===== src/rtl/addsub_pkg.sv =====
// Shared opcode encodings, flag bit positions and flag packing for the add/sub pipeline.
package addsub_pkg;

   localparam logic OP_ADD = 1'b0;
   localparam logic OP_SUB = 1'b1;

   localparam int FLG_C     = 0;
   localparam int FLG_V     = 1;
   localparam int FLG_Z     = 2;
   localparam int FLG_N     = 3;
   localparam int NUM_FLAGS = 4;

   typedef logic [NUM_FLAGS-1:0] flags_t;

   function automatic flags_t pack_flags(input logic c, input logic v,
                                         input logic z, input logic n);
      flags_t f;
      f        = '0;
      f[FLG_C] = c;
      f[FLG_V] = v;
      f[FLG_Z] = z;
      f[FLG_N] = n;
      return f;
   endfunction

endpackage


===== src/rtl/addsub_cmd_fifo.sv =====
// Command FIFO: power-of-two depth, wrapping pointers, occupancy counter drives full/empty.
module addsub_cmd_fifo #(
   parameter  int DATA_W = 9,
   parameter  int DEPTH  = 4,
   localparam int PTR_W  = $clog2(DEPTH),
   localparam int CNT_W  = $clog2(DEPTH) + 1
) (
   input  logic              clk,
   input  logic              rst_n,
   input  logic              i_push,
   input  logic              i_pop,
   input  logic [DATA_W-1:0] i_data,
   output logic [DATA_W-1:0] o_data,
   output logic              o_full,
   output logic              o_empty,
   output logic [CNT_W-1:0]  o_count
);

   logic [DATA_W-1:0] r_mem [DEPTH];
   logic [PTR_W-1:0]  r_wr_ptr;
   logic [PTR_W-1:0]  r_rd_ptr;
   logic [CNT_W-1:0]  r_count;

   logic w_full;
   logic w_empty;
   logic w_push_en;
   logic w_pop_en;

   assign w_full    = (r_count == CNT_W'(DEPTH));
   assign w_empty   = (r_count == '0);
   // A push while full is dropped even if a pop frees a slot this cycle.
   assign w_push_en = i_push && !w_full;
   assign w_pop_en  = i_pop && !w_empty;

   always_ff @(posedge clk or negedge rst_n) begin
      if (!rst_n) begin
         r_wr_ptr <= '0;
         r_rd_ptr <= '0;
         r_count  <= '0;
      end else begin
         if (w_push_en) begin
            r_wr_ptr <= r_wr_ptr + PTR_W'(1);
         end
         if (w_pop_en) begin
            r_rd_ptr <= r_rd_ptr + PTR_W'(1);
         end
         case ({w_push_en, w_pop_en})
            2'b10:   r_count <= r_count + CNT_W'(1);
            2'b01:   r_count <= r_count - CNT_W'(1);
            default: r_count <= r_count;
         endcase
      end
   end

   // Storage is not reset: contents are meaningless while the count says empty.
   always_ff @(posedge clk) begin
      if (w_push_en) begin
         r_mem[r_wr_ptr] <= i_data;
      end
   end

   assign o_data  = r_mem[r_rd_ptr];
   assign o_full  = w_full;
   assign o_empty = w_empty;
   assign o_count = r_count;

endmodule


===== src/rtl/addsub_op_pipeline.sv =====
// Buffered add/subtract stage: command FIFO feeding a registered result with C/V/Z/N flags.
module addsub_op_pipeline
   import addsub_pkg::*;
#(
   parameter  int WIDTH      = 4,
   parameter  int FIFO_DEPTH = 4,
   localparam int CNT_W      = $clog2(FIFO_DEPTH) + 1
) (
   input  logic             clk,
   input  logic             rst_n,
   input  logic             in_valid,
   output logic             in_ready,
   input  logic [WIDTH-1:0] in_a,
   input  logic [WIDTH-1:0] in_b,
   input  logic             in_sub,
   output logic             out_valid,
   input  logic             out_ready,
   output logic [WIDTH-1:0] out_result,
   output logic             out_cout,
   output logic             out_ovf,
   output logic             out_zero,
   output logic             out_neg,
   output logic [CNT_W-1:0] fifo_count
);

   localparam int ENTRY_W = 2 * WIDTH + 1;

   logic [ENTRY_W-1:0] w_entry_in;
   logic [ENTRY_W-1:0] w_head;
   logic               w_full;
   logic               w_empty;
   logic               w_push;
   logic               w_issue;
   logic [CNT_W-1:0]   w_count;

   logic [WIDTH-1:0]   w_head_a;
   logic [WIDTH-1:0]   w_head_b;
   logic               w_head_sub;
   logic [WIDTH-1:0]   w_bx;
   logic [WIDTH:0]     w_sum;
   logic               w_ovf;
   flags_t             w_flags;

   logic               r_out_valid;
   logic [WIDTH-1:0]   r_out_result;
   flags_t             r_flags;

   assign w_entry_in = {in_sub, in_a, in_b};
   assign in_ready   = !w_full;
   assign w_push     = in_valid && !w_full;
   assign w_issue    = !w_empty && (!r_out_valid || out_ready);

   addsub_cmd_fifo #(
      .DATA_W (ENTRY_W),
      .DEPTH  (FIFO_DEPTH)
   ) u_cmd_fifo (
      .clk     (clk),
      .rst_n   (rst_n),
      .i_push  (w_push),
      .i_pop   (w_issue),
      .i_data  (w_entry_in),
      .o_data  (w_head),
      .o_full  (w_full),
      .o_empty (w_empty),
      .o_count (w_count)
   );

   assign w_head_sub = (w_head[ENTRY_W-1] == OP_SUB);
   assign w_head_a   = w_head[2*WIDTH-1:WIDTH];
   assign w_head_b   = w_head[WIDTH-1:0];

   // Subtraction as A + ~B + 1; carry out therefore means "no borrow".
   assign w_bx  = w_head_b ^ {WIDTH{w_head_sub}};
   assign w_sum = {1'b0, w_head_a} + {1'b0, w_bx} + (WIDTH+1)'(w_head_sub);
   assign w_ovf = (w_head_a[WIDTH-1] == w_bx[WIDTH-1]) &&
                  (w_sum[WIDTH-1] != w_head_a[WIDTH-1]);

   always_comb begin
      w_flags = '0;
      w_flags = pack_flags(w_sum[WIDTH], w_ovf, (w_sum[WIDTH-1:0] == '0), w_sum[WIDTH-1]);
   end

   always_ff @(posedge clk or negedge rst_n) begin
      if (!rst_n) begin
         r_out_valid  <= 1'b0;
         r_out_result <= '0;
         r_flags      <= '0;
      end else if (w_issue) begin
         r_out_valid  <= 1'b1;
         r_out_result <= w_sum[WIDTH-1:0];
         r_flags      <= w_flags;
      end else if (out_ready) begin
         r_out_valid  <= 1'b0;
      end
   end

   assign out_valid  = r_out_valid;
   assign out_result = r_out_result;
   assign out_cout   = r_flags[FLG_C];
   assign out_ovf    = r_flags[FLG_V];
   assign out_zero   = r_flags[FLG_Z];
   assign out_neg    = r_flags[FLG_N];
   assign fifo_count = w_count;

endmodule


===== config.mk =====
export PLATFORM = sky130hd
export DESIGN_NAME = addsub_op_pipeline
export DESIGN_NICKNAME = d
export VERILOG_FILES = /design/src/rtl/addsub_pkg.sv /design/src/rtl/addsub_cmd_fifo.sv /design/src/rtl/addsub_op_pipeline.sv
export SDC_FILE = /design/constraint.sdc
export NUM_CORES = 1
export LEC_CHECK = 0
export BUFFER_PORTS_ARGS = -buffer_cell sky130_fd_sc_hd__buf_2
export CORE_MARGIN = 3
export CORE_UTILIZATION = 40
export CTS_CLUSTER_DIAMETER = 80
export DETAILED_ROUTE_END_ITERATION = 16
export PLACE_DENSITY = 0.55
export SYNTH_ARGS = -nofsm -noshare
export SYNTH_HDL_FRONTEND = slang
export SYNTH_SLANG_ARGS = --single-unit

===== constraint.sdc =====
create_clock -name clk -period 2.81 [get_ports clk]
set_input_delay 0.562 -clock clk [delete_from_list [all_inputs] [get_ports clk]]
set_output_delay 0.562 -clock clk [all_outputs]
set_load 0.02 [all_outputs]

After elaboration in Yosys (flattened, before gate mapping)
Memory sizes are Yosys's and may differ from the RTL's.
Cells that the tools add are included.
{ "word_totals": {"reg_bits": 16, "ramBits": 36, "in_bits": 13, "out_inout_bits": 13, "wordCells": 37, "mem_count": 1} }
{ "classes": {"addsub": 6, "eq_ne": 5, "mux": 5, "n_bitwise": 1, "n_reduce_logical": 13} }
{ "mem_list": {"columns": ["memory", "depth", "word_bits", "rd", "rd_ports_with_merged_regs", "write_ports", "line", "source"], "rows": [
  ["u_cmd_fifo.r_mem", 4, 9, 1, 0, 1, "addsub_cmd_fifo.sv:19", "logic [DATA_W-1:0] r_mem [DEPTH];"]
]} }
{ "ops": {"columns": ["op", "n"], "rows": [
  ["$pmux W3 S2", 1],
  ["$add A4 B4 Y5", 1],
  ["$add A5 B1 Y5", 1],
  ["$logic_and A1 B1 Y1", 5],
  ["$add A2 B1 Y2 const B", 2],
  ["$logic_not A4 Y1", 1],
  ["$mux W1", 4],
  ["$reduce_bool A2 Y1", 2],
  ["$xor A4 B4 Y4", 1],
  ["$add A3 B1 Y3 const B", 1],
  ["$eq A3 B3 Y1 const B", 1],
  ["$logic_not A1 Y1", 3],
  ["$logic_not A3 Y1", 1],
  ["$sub A3 B1 Y3 const B", 1],
  ["$eq A2 B1 Y1 const B", 1],
  ["$eq A2 B2 Y1 const B", 1],
  ["$eq A1 B1 Y1", 1],
  ["$logic_or A1 B1 Y1", 1],
  ["$ne A1 B1 Y1", 1]
]} }

Depth between registers and ports, before layout
{ "depth": {"ltp_word": 6, "mapped_depth": 9, "ltp_nobuf": 9} }

Hierarchy
From an unflattened synthesis, not the netlist that was laid out.
{ "unflattened": {"cells_unflattened": 131, "hier_area_um2": 2244.7} }
{ "by_module_without_submodules": {"columns": ["module", "n_inst", "cells_per_inst", "area_per_inst_um2", "seq_area_each_um2"], "rows": [
  ["addsub_cmd_fifo", 1, 84, 1739.2, 1256.2],
  ["addsub_op_pipeline", 1, 47, 505.5, 200.2]
]} }

Least setup slack after synthesis
OpenSTA, ideal clock, no wires.
{ "synth_timing": {"kind": "reg-to-reg", "from": "reg u_cmd_fifo.r_rd_ptr[0]", "to": "reg r_flags[2]", "setup_time_ps": 121, "t_arrival_ps": 2270, "required_time_ps": 2689, "setup_slack_ps": 419, "path_stages_with_launch": 9, "path_buffers": 1, "period_less_slack_ps": 2391, "path_cell_list": "dfrtp_1 -> buf_6 -> mux4_2 -> xor2_1 -> ha_1 -> a21o_1 -> a31o_4 -> xnor2_2 -> a22o_1"} }
{ "synth_between": {"elab_chain_cells": 5} }
{ "synth_lines": {"columns": ["item", "line", "source"], "rows": [
  ["from (decl)", "addsub_cmd_fifo.sv:21", "logic [PTR_W-1:0] r_rd_ptr;"],
  ["from (signal assigned)", "addsub_cmd_fifo.sv:45", "r_rd_ptr <= r_rd_ptr + PTR_W'(1);"],
  ["$mem_v2 Z4 W9 (*)", null, null],
  ["$xor A4 B4 Y4", "addsub_op_pipeline.sv:73", "assign w_bx = w_head_b ^ {WIDTH{w_head_sub}};"],
  ["$add A4 B4 Y5", "addsub_op_pipeline.sv:74", "assign w_sum = {1'b0, w_head_a} + {1'b0, w_bx} + (WIDTH+1)'(w_head_sub);"],
  ["$add A5 B1 Y5 (*)", "addsub_op_pipeline.sv:74", null],
  ["$logic_not A4 Y1 (*)", "addsub_op_pipeline.sv:80", "w_flags = pack_flags(w_sum[WIDTH], w_ovf, (w_sum[WIDTH-1:0] == '0), w_sum[WIDTH-1]);"],
  ["to (signal assigned)", "addsub_op_pipeline.sv:91", "r_flags <= w_flags;"],
  ["to (decl)", "addsub_op_pipeline.sv:46", "flags_t r_flags;"]
]} }
Mark *: on every way between the ends. The rest lies on a longest branch, timed or not.
A chain may end at the register's enable or synchronous reset.

Worst setup path in the final report
Same ends and word-level chain as after synthesis.

==> results.cfg <==
[synthesis]
post-synth-top-area-cell = edfxtp_1
syn_avg_cell_area_sq_um = 17.5
syn-num-nets = 149
ys_types = 29
synth_commonest_cells = edfxtp_1 (36), dfrtp_1 (15), nand2_1 (10), ha_1 (8)
yosys_warnings = 0
seq_area_frac_synth = 0.659
ys.flop_type = edfxtp_1
synth_area_leaders = edfxtp_1 (49%), dfrtp_1 (17%), mux4_1 (8.3%)
synthCells = 126
synth_edf_count = 36
ys_ff_latch = 51
yosysMostFrequentCell = edfxtp_1
synthArstFlopShare = 0.294
yosysTopAreaCellShare = 0.489
netlist_area_sq_mm = 0.00221

[die]
rows = 26
initial_utilization = 0.422
fp.dieW_um = 80.3
io_pins = 26
core_sq_mm = 0.00524
die_y_um = 80.3
die_area_sq_mm = 0.00645

[power_and_ir_drop]
p_sw_frac = 0.369
combPwrFrac = 0.496
seq_power_share = 0.369
powerDensity_mw_per_mm2 = 1250
max-vdd-ir-drop_mv = 0.560
p_switching_mw = 1.16
internal_power_mw = 1.99
totalPowerFinal_mw = 3.15
clockPowerShare = 0.135
p_leak_nw = 1.01

[placed_design]
place.gp.congestion = 0.687
portBuffers = 25
dp_hpwl_mm = 2.50
dp_worst_setup_slack_ns = 0.200
postPlaceCellArea_sq_mm = 0.00242
numPlacedInstances = 220

[setup_path]
max_stage_delay_ns = 0.67
critPathKind = reg -> reg
required_ns = 3.06
cp_max_fo = 8
path_cells = mux4_1, mux2_4, fa_1, xnor2_1, nand2b_1, nor3_1, a22o_1
r2r_setup_slack_ns = 0.22
rr_startpoint = u_cmd_fifo.r_rd_ptr[0]$_DFFE_PN0P_
start_kind = register
critPathLaunch = u_cmd_fifo.r_rd_ptr[0]$_DFFE_PN0P_
cp.arrival_ns = 2.84
critPathCaptureType = register
cp.depth = 7
r2r_cells = 7
endpoint = r_flags[2]$_DFFE_PN0P_
crit_family = multiplexers
cp_slowest_cell = mux4_1
cp_num_buf_inv = 0
regToRegEndpoint = r_flags[2]$_DFFE_PN0P_

[routing]
ant_nets = 0
vias_per_cell = 4.85
wl_mm = 3.41
drc = 0
drtIter0Drc = 35
vias = 1106
drtPass1Iterations = 4
drt-wirelength-per-cell_um = 15.0

[clock_tree]
post_cts_buffers = 0
clk_latency_ns = 0.30
cts-buffers-inserted = 5
cts_root_buf = clkbuf_8
clock-sinks = 51
cts_hold_buf = 0
clk_pin_slew_worst_paths_ns = 0.09
clockBufferDepth = 2
cts_tree = done
htree_levels = 2
post_cts_resized = 0

[timing]
maxSlewViolCount = 0
max_freq_mhz = 386
setup_tns_ns = 0
layout_setup_ws_ns = 0.221
tightest_slew_ns = 0.529
min_period_ns = 2.59
slew-limit-headroom = 0.647
fin_crit_sh = 0.922
final_hold_viol_count = 0
setup_viol_count_final = 0
clock_skew_ns = 0.00895
rsz0062_at_grt = no
fin_hold_ws_ns = 0.151

[finish]
fillers = 460
area_delta_synth_final_pct = 13.5
seqCellArea_sq_mm = 0.00146
layout.cells.non_filler = 228
multi_input_area_sq_um = 711
diodes = 0
stdcell_area_sq_mm = 0.00251
drive_gt1_frac = 0.272
postLayoutCoreUtil = 0.479
nets = 180

[grt]
grt_first_pass_wirelength_mm = 5.89
grt.total_usage = 0.125
grt_remaining_overflow = 0
first_global_vias = 1175
antenna_found_initial = 0
grt_max_degree = 18

[status]
status = finished, final reports clean

[hold_path]
min_path_type = in -> async

[job]
maxCapViolCount = 0
## cell families after synthesis
| logic type | after synthesis | synth area share |
|---|---|---|
| adder cells (fa/ha/maj) | 10 | 0.0634 |
| multiplexers | 12 | 0.121 |
| AND/OR/NAND/NOR | 21 | 0.0459 |
| AO/OA/AOI/OAI | 11 | 0.0368 |
| XOR/XNOR | 13 | 0.0549 |
| buffers and inverters | 8 | 0.0192 |
| flip-flops | 51 | 0.659 |
## placed cells by master (no fill, tap or decap), drive strengths merged, types with 2 or more instances in the layout
cell type  count
inv            5
nand2         10
ha             8
clkinv         2
xor2           5
o31ai          2
mux2           3
nand2b         2
clkbuf         5
xnor2          8
dfrtp         15
and3           4
mux4           9
nor2           2
edfxtp        36
fa             2
o21ai          4
a21o           2
buf           28
## layer usage
layer,track usage,part of all wire,vias to the layer above
li1,-,-,538
met1,0.164,0.46,538
met2,0.193,0.47,24
met3,0.0370,0.047,6
met4,0.0507,0.020,0
met5,0,0,-
## cell type report
cell class / count / share of cell area
repair buffers: 28 / 0.0589
clock inverters: 3 / 0.00898
inverters: 4 / 0.00599
flip-flops and latches: 51 / 0.581
multi-input cells: 67 / 0.283
well taps: 70 / 0.0349
clock buffers: 5 / 0.0274
## how the worst min path moves through the flow
| stage | cells after the start | start | end |
|---|---|---|---|
| CTS | 1 | rst_n | out_valid$_DFFE_PN0P_ |
| finish | 1 | rst_n | u_cmd_fifo.r_wr_ptr[1]$_DFFE_PN0P_ |
| floorplan | 0 | rst_n | out_result[0]$_DFFE_PN0P_ |
| global placement | 2 | out_result[1]$_DFFE_PN0P_ | out_result[1]$_DFFE_PN0P_ |
| detailed placement | 2 | out_result[1]$_DFFE_PN0P_ | out_result[1]$_DFFE_PN0P_ |
| global route | 1 | rst_n | u_cmd_fifo.r_wr_ptr[1]$_DFFE_PN0P_ |
## power by group through the flow
stage                     sequential, mW  clock (mW)  combinational (mW)
after global routing                1.20       0.473                1.75
after floorplan                     1.21           0                1.22
after detailed placement            1.19           0                1.59
after CTS                           1.17       0.440                1.60
final                               1.16       0.424                1.56
after global placement              1.17           0                1.56
## registers in the layout, summed over array words and instances (netlist names)
| name | cells |
|---|---|
| out_result | 4 |
| out_valid | 1 |
| r_flags | 3 |
| u_cmd_fifo.o_count | 3 |
| u_cmd_fifo.r_mem | 36 |
| u_cmd_fifo.r_rd_ptr | 2 |
| u_cmd_fifo.r_wr_ptr | 2 |
Power figures use the tool's default switching activity.
